--- src/rtl/rr_arb_mux.sv ---
// rtl/rr_arb_mux.sv - registered N-channel round-robin arbitrating mux; packet lock under RR_ARB_MUX_LOCK_EN
module rr_arb_mux #(
    parameter int DW = 8,
    parameter int N  = 4
) (
    input  logic            clk,
    input  logic            aresetn,
    input  logic [N-1:0]    i_valid,
    output logic [N-1:0]    i_ready,
    input  logic [N*DW-1:0] i_data,
    input  logic [N-1:0]    i_last,
    output logic            o_valid,
    input  logic            o_ready,
    output logic [DW-1:0]   o_data,
    output logic            o_last,
    output logic [N-1:0]    o_grant
);
    localparam int PW = $clog2(N);

    logic [PW-1:0] ptr;
    logic [PW-1:0] gidx;
    logic [PW-1:0] ptr_inc;
    logic [PW-1:0] cidx;
    logic [PW:0]   csum;
    logic [N-1:0]  req;
    logic [N-1:0]  gnt;
    logic          ld;
    logic          xfer;
    logic          found;
    logic [DW-1:0] sel_data;
    logic          sel_last;

`ifdef RR_ARB_MUX_LOCK_EN
    logic          locked;
    logic [PW-1:0] lock_ch;

    // while a packet is open only its owning channel may compete
    always_comb begin
        req = i_valid;
        if (locked) begin
            req = i_valid & (N'(1) << lock_ch);
        end
    end
`else
    assign req = i_valid;
`endif

    // round-robin search upward from ptr, wrapping N-1 -> 0
    always_comb begin
        gnt   = '0;
        gidx  = '0;
        found = 1'b0;
        csum  = '0;
        cidx  = '0;
        for (int k = 0; k < N; k++) begin
            csum = {1'b0, ptr} + (PW+1)'(k);
            if (csum >= (PW+1)'(N)) begin
                csum = csum - (PW+1)'(N);
            end
            cidx = csum[PW-1:0];
            if (!found && req[cidx]) begin
                found     = 1'b1;
                gnt[cidx] = 1'b1;
                gidx      = cidx;
            end
        end
    end

    assign ld      = !o_valid || o_ready;
    assign i_ready = gnt & {N{ld}} & {N{aresetn}};
    assign xfer    = |i_ready;
    assign ptr_inc = (gidx == PW'(N-1)) ? '0 : gidx + 1'b1;

    // one-hot AND-OR data select, no priority on the datapath
    always_comb begin
        sel_data = '0;
        sel_last = 1'b0;
        for (int j = 0; j < N; j++) begin
            sel_data = sel_data | (i_data[j*DW +: DW] & {DW{gnt[j]}});
            sel_last = sel_last | (i_last[j] & gnt[j]);
        end
    end

    // one-entry output register: load on transfer, drain when consumer accepts
    always_ff @(posedge clk or negedge aresetn) begin
        if (!aresetn) begin
            o_valid <= 1'b0;
            o_data  <= '0;
            o_last  <= 1'b0;
            o_grant <= '0;
        end else if (xfer) begin
            o_valid <= 1'b1;
            o_data  <= sel_data;
            o_last  <= sel_last;
            o_grant <= gnt;
        end else if (o_ready) begin
            o_valid <= 1'b0;
        end
    end

    // priority pointer moves only on a transfer (and only at packet end when locking)
    always_ff @(posedge clk or negedge aresetn) begin
        if (!aresetn) begin
            ptr <= '0;
`ifdef RR_ARB_MUX_LOCK_EN
            locked  <= 1'b0;
            lock_ch <= '0;
`endif
        end else if (xfer) begin
`ifdef RR_ARB_MUX_LOCK_EN
            if (sel_last) begin
                locked <= 1'b0;
                ptr    <= ptr_inc;
            end else begin
                locked  <= 1'b1;
                lock_ch <= gidx;
            end
`else
            ptr <= ptr_inc;
`endif
        end
    end

endmodule

--- config.mk ---
export PLATFORM = sky130hd
export DESIGN_NAME = rr_arb_mux
export DESIGN_NICKNAME = d
export VERILOG_FILES = /design/src/rtl/rr_arb_mux.sv
export SDC_FILE = /design/constraint.sdc
export NUM_CORES = 1
export LEC_CHECK = 0
export ABC_AREA = 0
export CAP_MARGIN = 5
export CORE_AREA = 8 8 63 65
export CTS_BUF_LIST = sky130_fd_sc_hd__clkbuf_4
export DETAILED_ROUTE_END_ITERATION = 16
export DIE_AREA = 0 0 71 73
export MAX_ROUTING_LAYER = met4
export PLACE_DENSITY = 0.86
export SYNTH_ARGS = -nofsm -noshare
export SYNTH_HDL_FRONTEND = slang
export SYNTH_SLANG_ARGS = --single-unit
--- constraint.sdc ---
create_clock -name clk -period 7.2 [get_ports clk]
set_clock_uncertainty 0.15 [all_clocks]
set_input_delay 0.72 -clock clk [delete_from_list [all_inputs] [get_ports clk]]
set_output_delay 0.72 -clock clk [all_outputs]
set_load 0.005 [all_outputs]
==> parameters.txt, run 1 <==
Parameter                              Value

Outcome
  Status ... complete, no violations

Floorplanning
  Number of placed I/O pins ... just over 60
  Vertical extent of the die ... ~73 um
  Total Die Area ... between 5000 and 6000 sq um
  Floorplan Core Area ... around 3000 sq um
  Placement Rows ... 20
  Die W ... slightly above 70 um
  Initial Util ... about 45%

Worst setup path
  Critical path type ... reg2out
  Critical path arrival ... ~4 ns
  Maximum fanout along the worst path ... 22
  Critical-path cell with the highest stage delay ... sky130_fd_sc_hd__dfrtp_1
  Critical Path Start Type ... register
  Critical path capture point type ... output pin
  Count of buffer and inverter cells on the critical path ... 2
  Cells along the critical path ... inv_1 -> ha_1 -> mux2i_1 -> nand2_1 -> o221ai_1 -> a221o_1 -> and2_1 -> clkdlybuf4s50_1
  Crit-path max cell delay ... a little under 0.8 ns
  CP delay by family, top ... buffers and inverters
  Required time of the critical path ... 6.33 ns

Job
  Count of maximum capacitance violations ... 0

Route
  Wire length on met2 ... 2380 um
  Post-detailed-routing wire length ... about 4300 um
  Vias per inst ... between 5 and 6
  Post-DR wirelength/cell ... 18.2 um
  Total iterations of the first detailed-routing run ... 5
  Antenna-violating nets left ... 0
  Overall via count from detail_route ... 1394
  M1 WL ... 1730 um
  Drt initial violations ... 74
  Post-detailed-route DRC marker count ... 0
  Routed length on met3 ... 195 um
  Highest routing layer actually used ... met4

Cells and area
  Count of fill cells added during filler insertion ... 249
  # nets final ... 255
  Area of the multi-input gates ... ~850 sq um
  Synthesis-to-layout area growth ... 43.9%
  Register area ... roughly 400 sq um
  Fraction of layout cells with a size suffix above 1 ... under 10%
  Diode insertion count for antenna repair ... 0

Logic synthesis
  Top post-synthesis cells by area ... sky130_fd_sc_hd__dfrtp_1 (30%), sky130_fd_sc_hd__nand2_1 (8.7%), sky130_fd_sc_hd__a221oi_1 (5.9%), sky130_fd_sc_hd__a22o_1 (5.9%), sky130_fd_sc_hd__ha_1 (5.6%)
  Most used flip-flop cell after synthesis ... sky130_fd_sc_hd__dfrtp_1
  Mean instance size in the synthesized netlist ... approximately 8.7 sq um
  Fraction of the yosys area taken by sequential cells ... 29.9%
  Mapped Area ... around 1300 sq um
  Post-Synth Adder-Cell Area ... 5.60%
  Most numerous cell in the Yosys netlist ... sky130_fd_sc_hd__nand2_1
  FFs w/ async S/R, synth ... 100%
  Cell count after synthesis ... approximately 160
  Post-synthesis share of cell area spent on and, or, nand and nor gates ... between 10% and 20%
  Compound-cell area share of the yosys netlist ... roughly 31%
  Share of the synthesized netlist area taken by xor and xnor gates ... less than 1%
  Nets in the synthesized netlist ... 204
  Most frequent cells after synthesis ... sky130_fd_sc_hd__nand2_1 (31), sky130_fd_sc_hd__dfrtp_1 (16), sky130_fd_sc_hd__a221oi_1 (9), sky130_fd_sc_hd__a22o_1 (9)
  Number of enable-type register cells in the synthesized netlist ... 0
  Number of different library cells in the post-synthesis netlist ... 32
  Area fraction of the dominant cell type after synthesis ... between 20% and 30%
  Top cell type by total area after synthesis ... sky130_fd_sc_hd__dfrtp_1
  Combinational family with the most area after synthesis ... compound AO/OA/AOI/OAI gates
  Synthesis Warnings ... 0
  Share of cell area taken by muxes after synthesis ... 7.09%
  Flip-flop and latch count after synthesis ... 16

Timing
  Setup repair after global routing missed its margin ... false
  Post-Route Setup TNS ... 0 ns
  Max Slew Vio Count ... 0
  Setup ws final ... between 2 and 2.5 ns
  Final hold vios ... 0
  Final worst-path cycle share ... about two thirds
  Min Tclk post-route ... 4.79 ns
  Final setup viols ... 0
  Achievable clock frequency ... around 0.21 GHz
  Slew @ Worst Pin ... between 1 and 1.5 ns
  Worst rel slew slack ... approximately a fifth

Place
  Global placement routability congestion ... ~1.0
  Worst slack at placement ... 2.68 ns
  Number of input and output port buffers inserted ... 60
  Post-DP HPWL ... roughly 3400 um

Clock network
  CTS tree ... built
  TritonCTS sink count ... 16
  Number of buffers inserted by post-CTS setup repair ... 0
  Number of CTS-inserted buffers ... 3
  CTS resizes ... 0
  Clock Root Buffer ... sky130_fd_sc_hd__clkbuf_4
  Clock network latency to the later pin of the worst-skew pair ... 0.29 ns
  Hold buffer count at CTS ... 0
  Worst-case clock buffer depth ... 2
  H-Tree Depth ... 1
  Clock transition time at the flip-flop clock pins of the worst setup and hold paths ... 0.09 ns

Global route
  Via count of the first global-routing pass ... between 1000 and 1500
  Largest net degree at the start of global routing ... 28
  Number of antenna violations at the first check in global routing ... 0
  Overall global routing resource usage ... 17.2%
  Final global-route overflow total ... 0
  First-pass GRT wire length ... ~7000 um

Power
  Relative contribution of the clock network to total power ... approximately 6.5%
  Switching pwr ... between 0.0003 and 0.0004 W
  Relative contribution of sequential cells to total power ... a little under a quarter
  Cell Pwr Density ... 392 nW/um^2
  Comb power frac ... between 70% and 80%
  Cell-internal power ... 0.000413 W
  Leak pwr ... around 0.82 nW
  Fraction of power spent switching nets ... 45.4%
  Worst ir drop on vdd ... ~0.21 mV

Hold path
  Hold Crit Class ... reg2reg
-- registers in the layout, indices dropped and copies added, names as in the netlist, named ones only --
name and cells:
o_data 8, o_grant 4, o_last 1, o_valid 1
ptr 1
-- layout by cell type, fill, tap and decap left out, drive strengths merged, types with 3 or more instances in the layout --
cell type      count
clkdlybuf4s50     60
nand2             31
dfrtp             16
o21ai             13
a22o               9
a221oi             9
and2               8
ha                 6
mux2i              5
nor3               4
o221ai             4
a221o              4
a21o               4
inv                3
nand2b             3
nor3b              3
nor2               3
clkbuf             3
-- cell families (layout without fill, tap and decap cells) --
| family | Yosys count | count (layout) |
|---|---|---|
| xor+xnor | 1 | 1 |
| compound gates | 52 | 52 |
| flops | 16 | 16 |
| fa+ha+maj | 6 | 6 |
| mux | 8 | 8 |
| simple gates | 55 | 55 |
| buf+inv | 17 | 67 |
-- final timing paths --
path | start | to | slack [ns] | cells after the start
worst min register to register | o_grant[3]$_DFFE_PN0P_ | o_grant[3]$_DFFE_PN0P_ | 0.33 | 1
worst min-delay path | o_grant[3]$_DFFE_PN0P_ | o_grant[3]$_DFFE_PN0P_ | 0.33 | 1
min in group asynchronous | aresetn | o_data[6]$_DFFE_PN0P_ | 0.72 | 1
max in group asynchronous | aresetn | o_data[4]$_DFFE_PN0P_ | 5.69 | 1
worst max register to register | register | o_data[7]$_DFFE_PN0P_ | 2.64 | 8
worst max-delay path | register | i_ready[1] | 2.41 | 8
-- cell type report --
cell class	instances	area share (%)
repair buffers	60	31.1
inverters	3	0.583
well taps	33	2.14
multi-input cells	122	44.1
clock buffers	3	1.17
flip-flops and latches	16	20.7
clock inverters	1	0.194
-- per-stage QoR --
step           instances  hold slack [ns]  utilization [%]  power (W)  area, sq um
2_1_floorplan        155            0.274                -   0.000546         1340
5_1_grt              238            0.354             65.4   0.000825         1930
4_1_cts              238            0.341             65.4   0.000758         1930
3_5_place_dp         234            0.318             64.5   0.000708         1900
6_report             238            0.335             65.4   0.000756         1930
3_3_place_gp         234            0.310             64.5   0.000686         1900
-- layer usage --
metal | GRT usage (%) | vias to the layer above
li1 | - | 675
met4 | 4.85 | 0
met5 | - | -
met1 | 19.0 | 662
met3 | 3.30 | 4
met2 | 30.7 | 53
-- power by group through the flow --
stage	Clock (W)	Combinational (W)	Sequential, W
2_1_floorplan	0	0.000389	0.000157
3_3_place_gp	0	0.000515	0.000170
3_5_place_dp	0	0.000533	0.000175
4_1_cts	0.0000499	0.000534	0.000173
5_1_grt	0.0000543	0.000590	0.000181
6_report	0.0000491	0.000534	0.000173
(Power assumes the default switching activity.)
==> run 2, diff against run 1 <==
CORE_AREA = 8 8 68 70   (was 8 8 63 65)
DIE_AREA = 0 0 76 78   (was 0 0 71 73)
PLACE_DENSITY = 0.77   (was 0.86)
clock period = 3.92 ns   (was 7.2 ns; I/O delays follow)
==> parameters.txt, run 2 (synthesis gave the netlist of run 1 again) <==
Parameter                              Value

Timing
  Max Slew Vio Count ... 0 (unchanged)
  Worst rel slew slack ... 72.2% (+52 points)
  Achievable clock frequency ... about 0.27 GHz
  Slew @ Worst Pin ... 0.405 ns (-0.781 ns)
  Setup repair after global routing missed its margin ... false
  Final worst-path cycle share ... 94.1%
  Final setup viols ... 0 (unchanged)
  Min Tclk post-route ... approximately 3.7 ns
  Final hold vios ... 0 (unchanged)
  Post-Route Setup TNS ... 0 ns (unchanged)

Power
  Fraction of power spent switching nets ... 44.5% (-0.83 points)
  Relative contribution of the clock network to total power ... 6.4% (about the same)
  Comb power frac ... 74.3% (+3.7 points)
  Relative contribution of sequential cells to total power ... 19.3% (-3.6 points)
  Tot Pwr ... 0.00142 W (+88%)
  Cell-internal power ... 0.000788 W (+91%)
  Worst ir drop on vdd ... 0.724 mV (+240%)
  Cell Pwr Density ... 713 nW/um^2 (+82%)
  Leak pwr ... 0.847 nW (+3.1%)
  Switching pwr ... 0.000632 W (+84%)

Floorplanning
  Initial Util ... 37.8% (-7.7 points)
  Vertical extent of the die ... 78 um (+6.8%)
  Total Die Area ... 5930 sq um (+14%)
  Floorplan Core Area ... 3550 sq um (+20%)
  Number of placed I/O pins ... 61 (unchanged)
  Die W ... 76 um (+7.0%)
  Placement Rows ... 22 (+10%)

Clock network
  CTS tree ... built
  Number of buffers inserted by post-CTS setup repair ... 0 (unchanged)
  Clock Root Buffer ... sky130_fd_sc_hd__clkbuf_4
  Worst-case clock buffer depth ... 2 (unchanged)
  Clock network latency to the later pin of the worst-skew pair ... 0.29 ns (about the same)
  H-Tree Depth ... 1 (unchanged)
  TritonCTS sink count ... 16 (unchanged)
  Number of CTS-inserted buffers ... 3 (unchanged)
  Clock transition time at the flip-flop clock pins of the worst setup and hold paths ... 0.10 ns (about the same)

Cells and area
  Flip-flop count of the largest register after layout ... 8 (unchanged)
  Largest registers ... o_data (8), o_grant (4)
  Most common library cell in the layout ignoring fill and taps ... sky130_fd_sc_hd__clkdlybuf4s50_1
  Fraction of layout cells with a size suffix above 1 ... 7.62% (+4.2 points)
  Count of fill cells added during filler insertion ... 325 (+31%)
  Synthesis-to-layout area growth ... 48.5%
  Area of the multi-input gates ... 856 sq um (+0.59%)
  Register area ... 400 sq um (unchanged)
  Diode insertion count for antenna repair ... 0 (unchanged)
  Top library cells by usage in the layout, fill and taps aside ... sky130_fd_sc_hd__clkdlybuf4s50_1 (60), sky130_fd_sc_hd__nand2_1 (31), sky130_fd_sc_hd__dfrtp_1 (16)
  Most flop-heavy register ... o_data
  # nets final ... 260 (+2.0%)

Global route
  First-pass GRT wire length ... 6880 um (-2.0%)
  Largest net degree at the start of global routing ... 23 (-18%)
  Via count of the first global-routing pass ... 1245 (-11%)
  Final global-route overflow total ... 0 (unchanged)
  Overall global routing resource usage ... 14.3% (-2.9 points)
  Number of antenna violations at the first check in global routing ... 0 (unchanged)

Route
  Total iterations of the first detailed-routing run ... 4 (-1)
  Antenna-violating nets left ... 0 (unchanged)
  Drt initial violations ... 74 (unchanged)
  Post-DR wirelength/cell ... 16.4 um (-10%)
  Post-detailed-route DRC marker count ... 0 (unchanged)
  Overall via count from detail_route ... 1353 (-2.9%)
  Vias per inst ... 5.24 (-10%)
  Post-detailed-routing wire length ... 4230 um (-2.4%)

Place
  Post-DP HPWL ... 3310 um (-3.7%)
  Global placement routability congestion ... 0.939 (-7.2%)
  Number of input and output port buffers inserted ... 60 (unchanged)

Worst setup path
  Worst reg-to-reg setup slack ... 0.56 ns (-2.08 ns)
  FF-to-FF path depth ... 10 (+2)
  Critical path capture point type ... output pin
  Critical Path Start Type ... register
  Critical path type ... reg2out
  Critical path arrival ... 3.15 ns (-0.77 ns)
  Required time of the critical path ... 3.38 ns (-2.95 ns)
  Maximum fanout along the worst path ... 11 (-50%)

Hold path
  Hold Crit Class ... in2async

Job
  Count of maximum capacitance violations ... 0 (unchanged)

Outcome
  Status ... complete, no violations
==> run 2: cell count changes in the layout (fill, tap and decap cells not counted) <==
| cell | previous run | this run |
|---|---|---|
| sky130_fd_sc_hd__buf_4 | 0 | 5 |
| sky130_fd_sc_hd__a221o_1 | 4 | 0 |
| sky130_fd_sc_hd__a221o_2 | 0 | 4 |
==> run 2: path summary, 6_finish.rpt <==
check / start / endpoint
max reg2reg: register / o_last$_DFFE_PN0P_
min: aresetn / o_data[2]$_DFFE_PN0P_
min reg2reg: o_grant[3]$_DFFE_PN0P_ / o_grant[3]$_DFFE_PN0P_
min in group clk: o_grant[3]$_DFFE_PN0P_ / o_grant[3]$_DFFE_PN0P_
max in group asynchronous: aresetn / o_grant[0]$_DFFE_PN0P_
max: register / i_ready[1]
==> run 2: per-layer routing <==
| layer | share of wire, % | vias up | track usage, % |
|---|---|---|---|
| met5 | 0 | - | - |
| met4 | 0.54 | 0 | 2.94 |
| met3 | 3.9 | 2 | 2.42 |
| met2 | 51 | 42 | 23.3 |
| met1 | 44 | 622 | 18.1 |
| li1 | - | 687 | - |
==> run 2: power by group through the flow <==
| stage | Clock, W | Sequential (W) | Combinational, W |
|---|---|---|---|
| after floorplan | 0 | 0.000288 | 0.000715 |
| after global placement | 0 | 0.000278 | 0.00104 |
| final | 0.0000905 | 0.000274 | 0.00106 |
| after CTS | 0.0000956 | 0.000275 | 0.00105 |
| after global routing | 0.000105 | 0.000282 | 0.00116 |
| after detailed placement | 0 | 0.000279 | 0.00105 |
==> run 2: stage by stage <==
stage | cell area (sq um) | setup slack [ns] | instances | util (%) | hold WS (ns)
3_3_place_gp | 1960 | 0.426 | 254 | 55.2 | 0.309
6_report | 1990 | 0.231 | 258 | 56.1 | 0.262
4_1_cts | 1990 | 0.0975 | 258 | 56.0 | 0.261
2_1_floorplan | 1340 | 0.567 | 155 | - | -0.0536
5_1_grt | 1990 | 0.0387 | 258 | 56.1 | 0.278
3_5_place_dp | 1960 | 0.405 | 254 | 55.2 | 0.317
==> run 2: final cells by class <==
class | count | area share [%]
Clock buffer | 3 | 1.13
Tap cell | 48 | 3.02
Sequential cell | 16 | 20.1
Clock inverter | 1 | 0.188
Timing Repair Buffer | 65 | 32.0
Multi-Input combinational cell | 122 | 43.0
Inverter | 3 | 0.565
==> run 2: worst max-delay path, cell delays in order, from the launching register on <==
cell and delay [ns]:
sky130_fd_sc_hd__dfrtp_1 0.36, sky130_fd_sc_hd__inv_1 0.15, sky130_fd_sc_hd__ha_1 0.55, sky130_fd_sc_hd__mux2i_1 0.32, sky130_fd_sc_hd__nand2_1 0.17, sky130_fd_sc_hd__o221ai_1 0.24
sky130_fd_sc_hd__a221o_2 0.34, sky130_fd_sc_hd__and2_1 0.21, sky130_fd_sc_hd__clkdlybuf4s50_1 0.52
==> run 2: repair_timing <==
action	4_1_cts	5_1_grt
gates resized for setup	0	4
setup endpoints to repair	0	4
hold buffers	0	0
==> run 3, diff against run 2 <==
ABC_AREA = 1   (was 0)
==> parameters.txt, run 3 <==
Parameter                              Value

Outcome
  Status ... complete, no violations

Timing
  Slew @ Worst Pin ... 0.477 ns (+0.0724 ns)
  Max Slew Vio Count ... 0 (unchanged)
  Final setup viols ... 0 (unchanged)
  Setup repair after global routing missed its margin ... false
  Final worst-path cycle share ... 91.3% (-2.8 points)
  Final hold vios ... 0 (unchanged)
  Achievable clock frequency ... 0.279 GHz (+3.1%)
  Post-Route Setup TNS ... 0 ns (unchanged)
  Worst hold margin ... 0.280 ns (+0.0183 ns)
  Min Tclk post-route ... 3.58 ns (-0.109 ns)
  Worst rel slew slack ... 68.2% (-4.1 points)

Power
  Relative contribution of sequential cells to total power ... 18.2% (-1.1 points)
  Cell-internal power ... 0.000815 W (+3.5%)
  Fraction of power spent switching nets ... 51.8% (+7.3 points)
  Switching pwr ... 0.000875 W (+38%)
  Cell Pwr Density ... 842 nW/um^2 (+18%)
  Tot Pwr ... 0.00169 W (+19%)
  Worst ir drop on vdd ... 0.437 mV (-40%)
  Leak pwr ... 0.986 nW (+16%)
  Comb power frac ... 76.6% (+2.3 points)
  Relative contribution of the clock network to total power ... 5.1% (-1.3 points)

Worst setup path
  Critical path capture point type ... output pin
  Count of buffer and inverter cells on the critical path ... 5 (+3)
  Crit-path max cell delay ... 0.65 ns (+0.10 ns)
  Critical path arrival ... 3.04 ns (-0.11 ns)
  Critical Path Start Type ... register
  Cells along the critical path ... inv_2 -> ha_1 -> inv_1 -> nand3_1 -> nand2_1 -> nor2_2 -> a21boi_1 -> nand3_1 -> buf_4 -> nand2_1 -> inv_1 -> clkdlybuf4s50_1
  CP delay by family, top ... buffers and inverters
  Critical path type ... reg2out
  Required time of the critical path ... 3.38 ns (about the same)
  Critical-path cell with the highest stage delay ... sky130_fd_sc_hd__dfrtp_1
  Maximum fanout along the worst path ... 14 (+3)
  Worst reg-to-reg setup slack ... 0.87 ns (+0.31 ns)

Floorplanning
  Floorplan Core Area ... 3550 sq um (unchanged)
  Placement Rows ... 22 (unchanged)
  Die W ... 76 um (unchanged)
  Total Die Area ... 5930 sq um (unchanged)
  Initial Util ... 37.6% (-0.21 points)
  Vertical extent of the die ... 78 um (unchanged)
  Number of placed I/O pins ... 61 (unchanged)

Route
  Total iterations of the first detailed-routing run ... 4 (unchanged)
  Post-DR wirelength/cell ... 13.4 um (-19%)
  Antenna-violating nets left ... 0 (unchanged)
  Post-detailed-route DRC marker count ... 0 (unchanged)
  Overall via count from detail_route ... 1472 (+8.8%)
  Drt initial violations ... 54 (-27%)
  Vias per inst ... 4.69 (-11%)
  Post-detailed-routing wire length ... 4200 um (-0.90%)

Global route
  Number of antenna violations at the first check in global routing ... 0 (unchanged)
  Overall global routing resource usage ... 14.7% (+0.42 points)
  Final global-route overflow total ... 0 (unchanged)
  Largest net degree at the start of global routing ... 18 (-22%)
  First-pass GRT wire length ... 7020 um (+2.1%)
  Via count of the first global-routing pass ... 1406 (+13%)

Place
  Post-DP HPWL ... 3380 um (+1.9%)
  Global placement routability congestion ... 0.947 (+0.82%)
  Number of input and output port buffers inserted ... 60 (unchanged)

Logic synthesis
  Post-Synth Adder-Cell Area ... 5.63% (+0.032 points)
  FFs w/ async S/R, synth ... 100% (unchanged)
  Nets in the synthesized netlist ... 254 (+25%)
  Mean instance size in the synthesized netlist ... 6.51 sq um (-25%)
  Fraction of the yosys area taken by sequential cells ... 30.0% (+0.17 points)
  Top cell type by total area after synthesis ... sky130_fd_sc_hd__dfrtp_1
  Flip-flop and latch count after synthesis ... 16 (unchanged)
  Compound-cell area share of the yosys netlist ... 6.75% (-24 points)
  Post-synthesis share of cell area spent on and, or, nand and nor gates ... 49.7% (+30 points)
  Mapped Area ... 1330 sq um (-0.56%)
  Cell count after synthesis ... 205 (+32%)
  Combinational family with the most area after synthesis ... simple AND/OR/NAND/NOR gates
  Most numerous cell in the Yosys netlist ... sky130_fd_sc_hd__nand2_1
  Number of different library cells in the post-synthesis netlist ... 25 (-22%)
  Most frequent cells after synthesis ... sky130_fd_sc_hd__nand2_1 (103), sky130_fd_sc_hd__nand3_1 (21), sky130_fd_sc_hd__dfrtp_1 (16)
  Top post-synthesis cells by area ... sky130_fd_sc_hd__dfrtp_1 (30%), sky130_fd_sc_hd__nand2_1 (29%), sky130_fd_sc_hd__nand3_1 (7.9%), sky130_fd_sc_hd__ha_1 (5.6%), sky130_fd_sc_hd__nand4_1 (4.2%)
  Synthesis Warnings ... 0 (unchanged)
  Share of cell area taken by muxes after synthesis ... 0% (-7.1 points)
  Area fraction of the dominant cell type after synthesis ... 30.0% (+0.17 points)
  Number of enable-type register cells in the synthesized netlist ... 0 (unchanged)
  Share of the synthesized netlist area taken by xor and xnor gates ... 0% (-0.65 points)
  Most used flip-flop cell after synthesis ... sky130_fd_sc_hd__dfrtp_1

Clock network
  Number of CTS-inserted buffers ... 3 (unchanged)
  TritonCTS sink count ... 16 (unchanged)
  Number of buffers inserted by post-CTS setup repair ... 0 (unchanged)
  Hold buffer count at CTS ... 0 (unchanged)
  Worst-case clock buffer depth ... 2 (unchanged)
  H-Tree Depth ... 1 (unchanged)
  CTS tree ... built
  Clock transition time at the flip-flop clock pins of the worst setup and hold paths ... 0.09 ns (about the same)
  CTS resizes ... 0 (unchanged)
  Clock network latency to the later pin of the worst-skew pair ... 0.29 ns (about the same)
  Clock Root Buffer ... sky130_fd_sc_hd__clkbuf_4

Cells and area
  Top library cells by usage in the layout, fill and taps aside ... sky130_fd_sc_hd__nand2_1 (103), sky130_fd_sc_hd__clkdlybuf4s50_1 (60), sky130_fd_sc_hd__nand3_1 (21)
  Most common library cell in the layout ignoring fill and taps ... sky130_fd_sc_hd__nand2_1
  Synthesis-to-layout area growth ... 50.6%
  Most flop-heavy register ... o_data
  Flip-flop count of the largest register after layout ... 8 (unchanged)
  # nets final ... 317 (+22%)
  Largest registers ... o_data (8), o_grant (4)
  Diode insertion count for antenna repair ... 0 (unchanged)
  Area of the multi-input gates ... 828 sq um (-3.2%)
  Fraction of layout cells with a size suffix above 1 ... 6.77% (-0.85 points)
  Count of fill cells added during filler insertion ... 343 (+5.5%)
  Register area ... 400 sq um (unchanged)

Job
  Count of maximum capacitance violations ... 0 (unchanged)

Hold path
  Hold Crit Class ... in2async
==> run 3: cell types whose count changed after synthesis, moves of 5 or more <==
cell and change:
sky130_fd_sc_hd__nand2_1 +72, sky130_fd_sc_hd__nand3_1 +21, sky130_fd_sc_hd__inv_1 +10, sky130_fd_sc_hd__a221oi_1 -9, sky130_fd_sc_hd__a22o_1 -9, sky130_fd_sc_hd__nand4_1 +9
sky130_fd_sc_hd__clkbuf_1 -8, sky130_fd_sc_hd__and2_1 -7, sky130_fd_sc_hd__mux2i_1 -5
==> run 3: through the flow <==
step	instance area [sq um]	worst slack [ns]	instances	utilization, %
floorplan	1330	1.51	205	-
global placement	1990	0.803	311	55.9
detailed placement	1990	0.705	311	55.9
CTS	2010	0.361	314	56.6
global route	2010	0.0693	314	56.6
finish	2010	0.341	314	56.6
==> run 3: worst paths after layout <==
kind	depth (start not counted)	end	startpoint
worst max register to register	14	ptr[1]$_DFFE_PN0P_	register
worst min register to register	2	o_last$_DFFE_PN0P_	o_last$_DFFE_PN0P_
worst max-delay path	12	i_ready[1]	register
min in group clk	2	o_last$_DFFE_PN0P_	o_last$_DFFE_PN0P_
worst min-delay path	2	o_data[4]$_DFFE_PN0P_	aresetn
max in group asynchronous	2	o_data[1]$_DFFE_PN0P_	aresetn
==> run 3: cell families after synthesis <==
family / after synthesis
AOI/OAI and AO/OA: 15
adders and majority gates: 6
DFF: 16
and+or+nand+nor: 146
buffers and inverters: 22
==> run 3: power groups by stage <==
stage	clock network, W	logic (W)	registers [W]
2_1_floorplan	0	0.000905	0.000301
3_3_place_gp	0	0.00130	0.000307
3_5_place_dp	0	0.00131	0.000310
4_1_cts	0.0000898	0.00131	0.000307
5_1_grt	0.0000981	0.00147	0.000319
6_report	0.0000868	0.00130	0.000308
==> run 3: area by class of cell <==
type                    instances  area share, %
flip-flops and latches         16           19.9
clock buffers                   3           1.12
well taps                      48           2.99
repair buffers                 65           31.8
inverters                      15           2.93
multi-input cells             167           41.2
==> run 3: layer usage <==
layer	vias to the layer above	wire length (um)	GRT usage [%]
met5	-	0	-
met4	0	45	4.71
met3	4	331	4.03
met2	48	1790	21.1
met1	640	2030	19.4
li1	780	-	-
==> patch: new RTL, settings of run 3 <==
Set the parameter `DW` to 6 (it was 8).
--- a/src/rtl/rr_arb_mux.sv
+++ b/src/rtl/rr_arb_mux.sv
@@ -2,3 +2,3 @@
 module rr_arb_mux #(
-    parameter int DW = 8,
+    parameter int DW = 6,
     parameter int N  = 4
Interface: changed (resized i_data and o_data); port bits go from 61 to 51. No check against the original RTL was run, so the function may have changed too.
==> patch against run 3 <==
Final area shrank 13%. Die area is the same. Sequential cell count shrank 2. Synthesized area shrank 11%. Routed wire length shrank 13%. Worst setup slack gained 0.12 ns. Power shrank 14%. Global-route usage shrank 2.1 points. Critical path type unchanged.
==> patch: results (changes against run 3) <==
[outcome]
status = finished, final reports clean

[cells_and_area]
top_regs = o_data: 6 flops, o_grant: 4 flops
buf_share = 0.290  ; -0.0275
layout.nets = 276  ; -13%
clock_cell_area_share = 0.0129  ; +0.00165
multi_input_area_share = 0.430  ; +0.0178
buffers = 51  ; -22%
multi_input_cells = 151  ; -9.6%
sh_seq_area = 0.200  ; +0.000766
drive_gt1_frac = 0.0855  ; +0.0178
n_fill_cell = 359  ; +4.7%

[placement]
dpl_cell_area_um2 = 1730  ; -13%
place_congestion = 0.905  ; -4.5%
port-buffer-count = 50  ; -17%

[worst_setup_path]
cp_max_fo = 14  ; unchanged
slowest_delay_ns = 0.63  ; -0.02 ns
worst_ep_arrival_time_ns = 2.91  ; -0.13 ns
reg2reg_to = o_grant[3]
worstRegToRegCells = 13  ; -1
r2r_setup_slack_ns = 1.02  ; +0.15 ns

[routing]
route.met2.wl_um = 1580  ; -11%
wl_met3_um = 293  ; -11%
initialDrtViolationCount = 37  ; -31%
drt-met1-wl_um = 1720  ; -15%

[synth]
yosysUniqueCellTypes = 22  ; -12%
yosysSeqAreaShare = 0.294  ; -0.00669
synthTopCellsByCount = nand2_1 (91), nand3_1 (17), dfrtp_1 (14)
ys_top_cells_by_area = dfrtp_1 (29%), nand2_1 (29%), nand3_1 (7.1%)
synthesis.nets = 223  ; -12%

[clock_network]
ctsResizeCount = 0  ; unchanged
cts.sinks = 14  ; -2

[sta]
worst_slew_pin_slew_ns = 0.452  ; -0.0256 ns
fmax_ghz = 0.290  ; +3.6%

[power_and_ir_drop]
p_leak_nw = 0.877  ; -11%
vdd_drop_max_uv = 261  ; -40%
p_comb_mw = 1.09  ; -16%

[grt]
grt_util_met1 = 0.146  ; -0.0482
grt_pass1_vias = 1381  ; -1.8%
grt_pass1_wl_um = 6120  ; -13%
grt_use_total = 0.126  ; -0.0209
grtUsageMet2 = 0.195  ; -0.0154

## patch: cell count changes after synthesis, moves of 2 or more
cell     change
nand2_1     -12
nand3_2      +5
buf_2        -4
nand3_1      -4
buf_4        -2
buf_6        +2
dfrtp_1      -2
nand4_1      -2
o21ai_2      +2
## patch: metrics by stage
step | std cells | util | hold slack (ns) | power, mW
5_1_grt | 282 | 0.493 | 0.295 | 1.62
4_1_cts | 282 | 0.493 | 0.284 | 1.45
6_report | 282 | 0.493 | 0.281 | 1.45
3_3_place_gp | 279 | 0.487 | 0.304 | 1.34
2_1_floorplan | 183 | - | -0.0536 | 1.07
3_5_place_dp | 279 | 0.487 | 0.309 | 1.37
## patch: cell families after synthesis
logic type / after synthesis / share of synthesized area
simple gates: 132 / 0.503
fa+ha+maj: 5 / 0.0524
compound gates: 14 / 0.0755
flops: 14 / 0.294
buf+inv: 18 / 0.0755
